[src/rtl/eth_frame_arb.sv]
// ---------------------------------------------------------------------------
// eth_frame_arb
//
// Two-input Ethernet frame arbiter in front of eth_axis_tx. One source is
// granted at a time. The grant is held from the header handshake through the
// payload tlast beat, so frames from the two sources never interleave.
// The header and payload muxes are combinational from the registered grant.
// No data is buffered.
//
// Configuration macro:
//   ETH_ARB_ROUND_ROBIN_EN  defined   -> round-robin on a tie. The port that
//                                        was not granted last wins.
//                           undefined -> fixed priority. Port 0 wins every
//                                        tie.
//
// Parameters:
//   DATA_WIDTH  payload tdata width
//   CNT_WIDTH   width of the per-port completed-frame counters
//
// Ports:
//   clk, rst                        clock, synchronous active-high reset
//   sN_eth_hdr_*      (N = 0, 1)    source header handshake and fields
//   sN_eth_payload_axis_*           source payload stream
//   m_eth_hdr_*                     muxed header towards eth_axis_tx
//   m_eth_payload_axis_*            muxed payload towards eth_axis_tx
//   grant                           one-hot active grant, 00 when idle
//   busy                            high while a frame is in progress
//   frame_cnt0, frame_cnt1          completed frames per port, wrapping
// ---------------------------------------------------------------------------
module eth_frame_arb #(
   parameter int DATA_WIDTH = 8,
   parameter int CNT_WIDTH  = 16
) (
   input  logic                  clk,
   input  logic                  rst,

   input  logic                  s0_eth_hdr_valid,
   output logic                  s0_eth_hdr_ready,
   input  logic [47:0]           s0_eth_dest_mac,
   input  logic [47:0]           s0_eth_src_mac,
   input  logic [15:0]           s0_eth_type,
   input  logic [DATA_WIDTH-1:0] s0_eth_payload_axis_tdata,
   input  logic                  s0_eth_payload_axis_tvalid,
   input  logic                  s0_eth_payload_axis_tlast,
   input  logic                  s0_eth_payload_axis_tuser,
   output logic                  s0_eth_payload_axis_tready,

   input  logic                  s1_eth_hdr_valid,
   output logic                  s1_eth_hdr_ready,
   input  logic [47:0]           s1_eth_dest_mac,
   input  logic [47:0]           s1_eth_src_mac,
   input  logic [15:0]           s1_eth_type,
   input  logic [DATA_WIDTH-1:0] s1_eth_payload_axis_tdata,
   input  logic                  s1_eth_payload_axis_tvalid,
   input  logic                  s1_eth_payload_axis_tlast,
   input  logic                  s1_eth_payload_axis_tuser,
   output logic                  s1_eth_payload_axis_tready,

   output logic                  m_eth_hdr_valid,
   input  logic                  m_eth_hdr_ready,
   output logic [47:0]           m_eth_dest_mac,
   output logic [47:0]           m_eth_src_mac,
   output logic [15:0]           m_eth_type,
   output logic [DATA_WIDTH-1:0] m_eth_payload_axis_tdata,
   output logic                  m_eth_payload_axis_tvalid,
   output logic                  m_eth_payload_axis_tlast,
   output logic                  m_eth_payload_axis_tuser,
   input  logic                  m_eth_payload_axis_tready,

   output logic [1:0]            grant,
   output logic                  busy,
   output logic [CNT_WIDTH-1:0]  frame_cnt0,
   output logic [CNT_WIDTH-1:0]  frame_cnt1
);

   typedef enum logic [1:0] {
      IDLE,
      HDR,
      PAYLOAD
   } state_t;

   state_t               state, state_next;
   logic [1:0]           grant_reg, grant_next;
   logic                 last_grant, last_grant_next;
   logic                 win_port;
   logic                 sel;
   logic                 sel_hdr_valid;
   logic                 sel_tvalid;
   logic                 sel_tlast;
   logic                 sel_tuser;
   logic                 inc0, inc1;
   logic [CNT_WIDTH-1:0] cnt0, cnt1;

   // sel is the granted port index. When idle the grant is 00, so sel
   // points at port 0, but every valid and ready is gated by state anyway.
   assign sel           = grant_reg[1];
   assign sel_hdr_valid = sel ? s1_eth_hdr_valid           : s0_eth_hdr_valid;
   assign sel_tvalid    = sel ? s1_eth_payload_axis_tvalid : s0_eth_payload_axis_tvalid;
   assign sel_tlast     = sel ? s1_eth_payload_axis_tlast  : s0_eth_payload_axis_tlast;
   assign sel_tuser     = sel ? s1_eth_payload_axis_tuser  : s0_eth_payload_axis_tuser;

   assign grant      = grant_reg;
   assign busy       = (state != IDLE);
   assign frame_cnt0 = cnt0;
   assign frame_cnt1 = cnt1;

   // Winner among the current header requests (1 = port 1). Only used in
   // IDLE, when at least one request is present.
   always_comb begin
`ifdef ETH_ARB_ROUND_ROBIN_EN
      if (s0_eth_hdr_valid && s1_eth_hdr_valid) begin
         win_port = ~last_grant;
      end else begin
         win_port = ~s0_eth_hdr_valid;
      end
`else
      win_port = ~s0_eth_hdr_valid;
`endif
   end

   // Next-state logic and all muxed outputs. Non-granted ports never see a
   // ready. The master side only sees a valid in the phase that matches it.
   always_comb begin
      state_next                 = state;
      grant_next                 = grant_reg;
      last_grant_next            = last_grant;
      inc0                       = 1'b0;
      inc1                       = 1'b0;
      s0_eth_hdr_ready           = 1'b0;
      s1_eth_hdr_ready           = 1'b0;
      s0_eth_payload_axis_tready = 1'b0;
      s1_eth_payload_axis_tready = 1'b0;
      m_eth_hdr_valid            = 1'b0;
      m_eth_dest_mac             = sel ? s1_eth_dest_mac : s0_eth_dest_mac;
      m_eth_src_mac              = sel ? s1_eth_src_mac  : s0_eth_src_mac;
      m_eth_type                 = sel ? s1_eth_type     : s0_eth_type;
      m_eth_payload_axis_tdata   = sel ? s1_eth_payload_axis_tdata : s0_eth_payload_axis_tdata;
      m_eth_payload_axis_tvalid  = 1'b0;
      m_eth_payload_axis_tlast   = 1'b0;
      m_eth_payload_axis_tuser   = 1'b0;

      case (state)
         IDLE: begin
            if (s0_eth_hdr_valid || s1_eth_hdr_valid) begin
               grant_next = win_port ? 2'b10 : 2'b01;
               state_next = HDR;
            end
         end

         HDR: begin
            m_eth_hdr_valid = sel_hdr_valid;
            if (sel) begin
               s1_eth_hdr_ready = m_eth_hdr_ready;
            end else begin
               s0_eth_hdr_ready = m_eth_hdr_ready;
            end
            if (sel_hdr_valid && m_eth_hdr_ready) begin
               state_next = PAYLOAD;
            end
         end

         PAYLOAD: begin
            m_eth_payload_axis_tvalid = sel_tvalid;
            m_eth_payload_axis_tlast  = sel_tlast;
            m_eth_payload_axis_tuser  = sel_tuser;
            if (sel) begin
               s1_eth_payload_axis_tready = m_eth_payload_axis_tready;
            end else begin
               s0_eth_payload_axis_tready = m_eth_payload_axis_tready;
            end
            // An errored frame (tuser) still counts and still ends the grant.
            if (sel_tvalid && m_eth_payload_axis_tready && sel_tlast) begin
               inc0            = ~sel;
               inc1            = sel;
               last_grant_next = sel;
               grant_next      = 2'b00;
               state_next      = IDLE;
            end
         end

         default: begin
            grant_next = 2'b00;
            state_next = IDLE;
         end
      endcase
   end

   // State, grant and last-grant registers. After reset, last_grant points
   // at port 1, so port 0 wins the first round-robin tie.
   always_ff @(posedge clk) begin
      if (rst) begin
         state      <= IDLE;
         grant_reg  <= 2'b00;
         last_grant <= 1'b1;
      end else begin
         state      <= state_next;
         grant_reg  <= grant_next;
         last_grant <= last_grant_next;
      end
   end

   // Completed-frame counters. They step in the cycle after the tlast beat
   // and wrap naturally at all-ones.
   always_ff @(posedge clk) begin
      if (rst) begin
         cnt0 <= '0;
         cnt1 <= '0;
      end else begin
         if (inc0) begin
            cnt0 <= cnt0 + CNT_WIDTH'(1);
         end
         if (inc1) begin
            cnt1 <= cnt1 + CNT_WIDTH'(1);
         end
      end
   end

endmodule

[config.mk]
export PLATFORM = sky130hd
export DESIGN_NAME = eth_frame_arb
export DESIGN_NICKNAME = d
export VERILOG_FILES = /design/src/rtl/eth_frame_arb.sv
export SDC_FILE = /design/constraint.sdc
export NUM_CORES = 1
export LEC_CHECK = 0
export CORE_AREA = 2 2 162 164
export DETAILED_ROUTE_END_ITERATION = 10
export DIE_AREA = 0 0 164 166
export SLEW_MARGIN = 20
export SYNTH_ARGS = -nofsm -noshare
export SYNTH_HDL_FRONTEND = slang
export SYNTH_SLANG_ARGS = --single-unit
export TNS_END_PERCENT = 50
[constraint.sdc]
create_clock -name clk -period 3.77 [get_ports clk]
set_clock_uncertainty 0.1 [all_clocks]
set_input_delay 0.377 -clock clk [delete_from_list [all_inputs] [get_ports clk]]
set_output_delay 0.377 -clock clk [all_outputs]
set_load 0.02 [all_outputs]
## Word level (Yosys, flattened, before mapping)

Cells that the tools add are included.

| word-level totals | value |
|---|---|
| flip-flop bits (word level) | 36 |
| latch bits | 0 |
| RAM bits | 0 |
| bits in read-only memories | 0 |
| output and inout bits | 163 |
| word-level logic and storage cells | 52 |
| memories | 0 |

| cells by class | value |
|---|---|
| add/sub/neg operators | 2 |
| multiply operators | 0 |
| divide/modulo/power cells | 0 |
| $lt $le $gt $ge | 0 |
| equal/unequal tests | 5 |
| shift operators | 0 |
| muxes and demuxes | 31 |
| bitwise operators | 2 |
| reductions and logical operators | 8 |

Operators with widths:

| operator | count |
|---|---|
| $mux 48 | 2 |
| $add 16x1->16 const B | 2 |
| $mux 1 | 20 |
| $mux 16 | 1 |
| $pmux 2 s3 | 2 |
| $mux 2 | 5 |
| $mux 8 | 1 |
| $ne 2x2->1 const B | 3 |
| $reduce_and 3->1 | 2 |
| $logic_and 1x1->1 | 3 |
| $eq 2x1->1 const B | 1 |
| $eq 2x2->1 const B | 1 |
| $logic_not 2->1 | 1 |
| $not 1->1 | 2 |
| $reduce_bool 2->1 | 1 |
| $logic_or 1x1->1 | 1 |

## Depth between registers and ports, before layout

| logic depth | value |
|---|---|
| word-level depth | 5 |
| mapped depth | 6 |
| mapped depth without buffers | 5 |

## Least setup slack after synthesis

No wires, ideal clock.

| path | value |
|---|---|
| path kind | register to output |
| from | reg grant_reg[1] (netlist: grant[1]) |
| to | out s0_eth_hdr_ready |
| arrival | 1694 ps |
| required time | 3293 ps |
| path slack | 1599 ps |
| stages on the path, launching flop included | 5 |
| buffers on the path | 3 |
| path through | dfxtp_1 -> buf_6 -> clkbuf_1 -> clkbuf_1 -> nor4bb_1 |

| between the ends | value |
|---|---|
| longest elaborated chain between the ends | 2 |

RTL lines:

| element | line | RTL |
|---|---|---|
| start, declared | 83 | `logic [1:0] grant_reg, grant_next;` |
| start signal, assigned | 197 | `grant_reg <= grant_next;` |
| $mux 1 | 152 | `if (sel) begin` |
| $mux 1 | 142 | `case (state)` |
| end, declared | 38 | `output logic s0_eth_hdr_ready,` |

Every way passes these cells.

## Final worst setup path

| path | value |
|---|---|
| from | reg grant_reg[1] (netlist: grant[1]) |
| to | out m_eth_src_mac[13] |

| between the ends | value |
|---|---|
| longest elaborated chain between the ends | 1 |

RTL lines:

| element | line | RTL |
|---|---|---|
| $mux 48 | 135 | `m_eth_src_mac = sel ? s1_eth_src_mac : s0_eth_src_mac;` |
| end, declared | 62 | `output logic [47:0] m_eth_src_mac,` |

Every way passes these cells.

==> key figures <==
Floorplanning
  – Starting Density: 0.1267
  – Row Count: 59
  – Die X: ~160 µm
  – Die Y: 166 µm
  – IO Pins: approximately 420
  – DIE AREA: 0.02722 mm²
  – Core Footprint: 0.02562 mm²

Clock tree
  – Cts repair resizes: 0
  – Buffer depth of the longest clock path: 2
  – Root Buffer: clkbuf_16
  – Worst-path clk slew: approximately 0.06 ns
  – Cts bufs inserted: 5
  – Post-CTS Setup Bufs: 0
  – Clock insertion delay at the later pin of the skew report: around 0.28 ns
  – Clk sinks: 36
  – H-tree depth: 2
  – TritonCTS clock tree: done
  – Hold_buf cts: 0

Global route
  – Largest net degree at the start of global routing: 70
  – First-pass GRT wire length: 32,210 µm
  – Total gr overflow: 0
  – GRT Total Usage: 0.1632
  – Initial antenna violation count: 5
  – Vias in the first global route: approximately 4,600

Synthesis
  – Cells after Synth: 353
  – Top_reg_cell synth: dfxtp_1
  – FFs w/ async S/R, synth: 0
  – Post-synth cell types: slightly above 40
  – Syn Nets: 607
  – Top-area cell type share of the netlist area: 0.4200
  – Register area share after synthesis: 0.2221
  – Synth Register Bits: 36
  – Syn. warnings: 0
  – Post-synth EDFFs: 0
  – Syn avg cell area: 9.191 µm²
  – Main area contributors after synthesis: mux2_2 42%, dfxtp_1 22%, xnor2_1 3.2%
  – Synth top cells by count: 121 x mux2_2, 36 x dfxtp_1, 24 x nor2_1, 19 x a21oi_1, 19 x clkbuf_1
  – Mapped Area: ~0.0032 mm²
  – Top-count cell post-synth: mux2_2
  – Post-synth top area cell: mux2_2

Route
  – First-pass DRT Iterations: 4
  – Remaining DRCs: 0
  – DR vias/cell: ~4
  – Antenna Nets Post-Route: 0
  – Post-Route WL: about 23,000 µm
  – DR vias: about 4,400
  – DR iter-0 viols: 165
  – Drt wl/cell: about 21 µm

Timing
  – Maximum clock rate: 0.3171 GHz
  – Final hold viol count: 0
  – Unrepaired setup endpoints after global routing: false
  – Min Tclk post-route: about 3.2 ns
  – Max-slew violation count: 0
  – Final Cycle Share: 0.8364
  – Hold slack: just under 0.4 ns
  – Final setup vio count: 0
  – Max_slew headroom: 0.3601
  – Slew @ Worst Pin: approximately 0.96 ns
  – Setup TNS: 0 ns

Worst hold path
  – HP Class: register to register

Setup path
  – Crit start category: register
  – WP data arrival: ~2.7 ns
  – Crit path max fanout: roughly 70
  – Crit. End Element: output pin
  – Required @ worst endpoint: roughly 3.3 ns
  – Setup CP Type: register to output pin

Power and ir drop
  – Power density cells: around 220 mW/mm²
  – VDD IR max: 0.0002495 V
  – Leak pwr: 2.723 nW

Cells and area
  – Share of cells above drive strength 1: 0.1882
  – Nets: 1,013
  – Area Growth Syn to Fin: 145.4%
  – # fillers: 2,657

Run
  – Max cap viols: 0

Status
  – Status: completed

Placement
  – Post-DP HPWL: roughly 20,000 µm
  – RePlAce Congestion: about 0.87
  – Number of port buffers: approximately 410
[metal layers]
layer / GRT usage / vias up / routed length [µm]
li1: - / 2131 / -
met2: 0.2656 / 177 / 10790
met3: 0.07468 / 20 / 2331
met1: 0.1943 / 2030 / 9489
met4: 0.04043 / 4 / 404
met5: 0 / - / 21
[final timing paths]
path,start,end,slack [ns],cells past startpoint
setup reg to reg,grant[1]$_SDFFE_PP0P_,frame_cnt1[15]$_SDFFE_PP0P_,1.03,5
hold / removal,frame_cnt1[15]$_SDFFE_PP0P_,frame_cnt1[15]$_SDFFE_PP0P_,0.40,2
hold reg to reg,frame_cnt1[15]$_SDFFE_PP0P_,frame_cnt1[15]$_SDFFE_PP0P_,0.40,2
setup / recovery,grant[1]$_SDFFE_PP0P_,m_eth_src_mac[13],0.62,3
[layout by cell type (no fill, tap or decap), types with 3 or more instances in the layout]
cell	instances
clkdlybuf4s50_1	414
mux2_2	121
nor2_1	24
o21ai_0	15
dfxtp_1	35
buf_4	8
xnor2_1	12
clkbuf_16	6
and4b_1	4
mux2i_1	3
a21oi_1	19
nor4_1	5
or3_1	12
nor3_1	5
xor2_1	3
nand4_1	8
nand2_1	12
nand3_1	12
diode_2	3
o31ai_1	3
or4_1	3
nand2b_1	3
inv_1	7
[report_power, final]
| group | switching, W | internal, W | total [W] |
|---|---|---|---|
| logic | 0.000347 | 0.000534 | 0.000881 |
| clock network | 0.000160 | 0.000321 | 0.000481 |
| registers | 0.0000240 | 0.000384 | 0.000408 |
| total | 0.000531 | 0.00124 | 0.00177 |
[logic make-up (layout without fill, tap and decap cells)]
kind of cell | count (synthesis) | count (layout) | share of synthesized area
AND/OR/NAND/NOR | 103 | 103 | 0.1878
XOR/XNOR | 15 | 15 | 0.04049
buffers and inverters | 30 | 437 | 0.03741
AO/OA/AOI/OAI | 43 | 43 | 0.07520
multiplexers | 124 | 124 | 0.4292
adder cells (fa/ha/maj) | 2 | 2 | 0.007712
flip-flops | 36 | 36 | 0.2221
other | 0 | 3 | 0
[critical path, cell delays in order, from the launching register on]
cell	delay, ns
dfxtp_4	0.92
buf_4	0.43
mux2_2	0.38
clkdlybuf4s50_1	0.56
[final cells by class]
| type | count | area, µm² | share of cell area |
|---|---|---|---|
| Timing Repair Buffer | 422 | 4204 | 0.5281 |
| Multi-Input combinational cell | 287 | 2402 | 0.3017 |
| Sequential cell | 36 | 724.4 | 0.09099 |
| Tap cell | 335 | 419.2 | 0.05265 |
| Clock buffer | 8 | 177.7 | 0.02232 |
| Inverter | 7 | 26.28 | 0.003300 |
| Antenna cell | 3 | 7.507 | 0.0009430 |
[per-stage QoR]
step	utilization	setup WS [ns]	instance area, µm²	power, W	instances
detailed placement	0.3036	0.9414	7776	0.001297	1087
CTS	0.3105	0.6308	7954	0.001787	1095
global placement	0.3036	0.9569	7776	0.001306	1087
global route	0.3107	0.5210	7959	0.001840	1097
floorplan	-	1.599	3244	0.0007385	353
finish	0.3108	0.6168	7961	0.001770	1098
No activity file was read; power rests on OpenSTA's default activity.
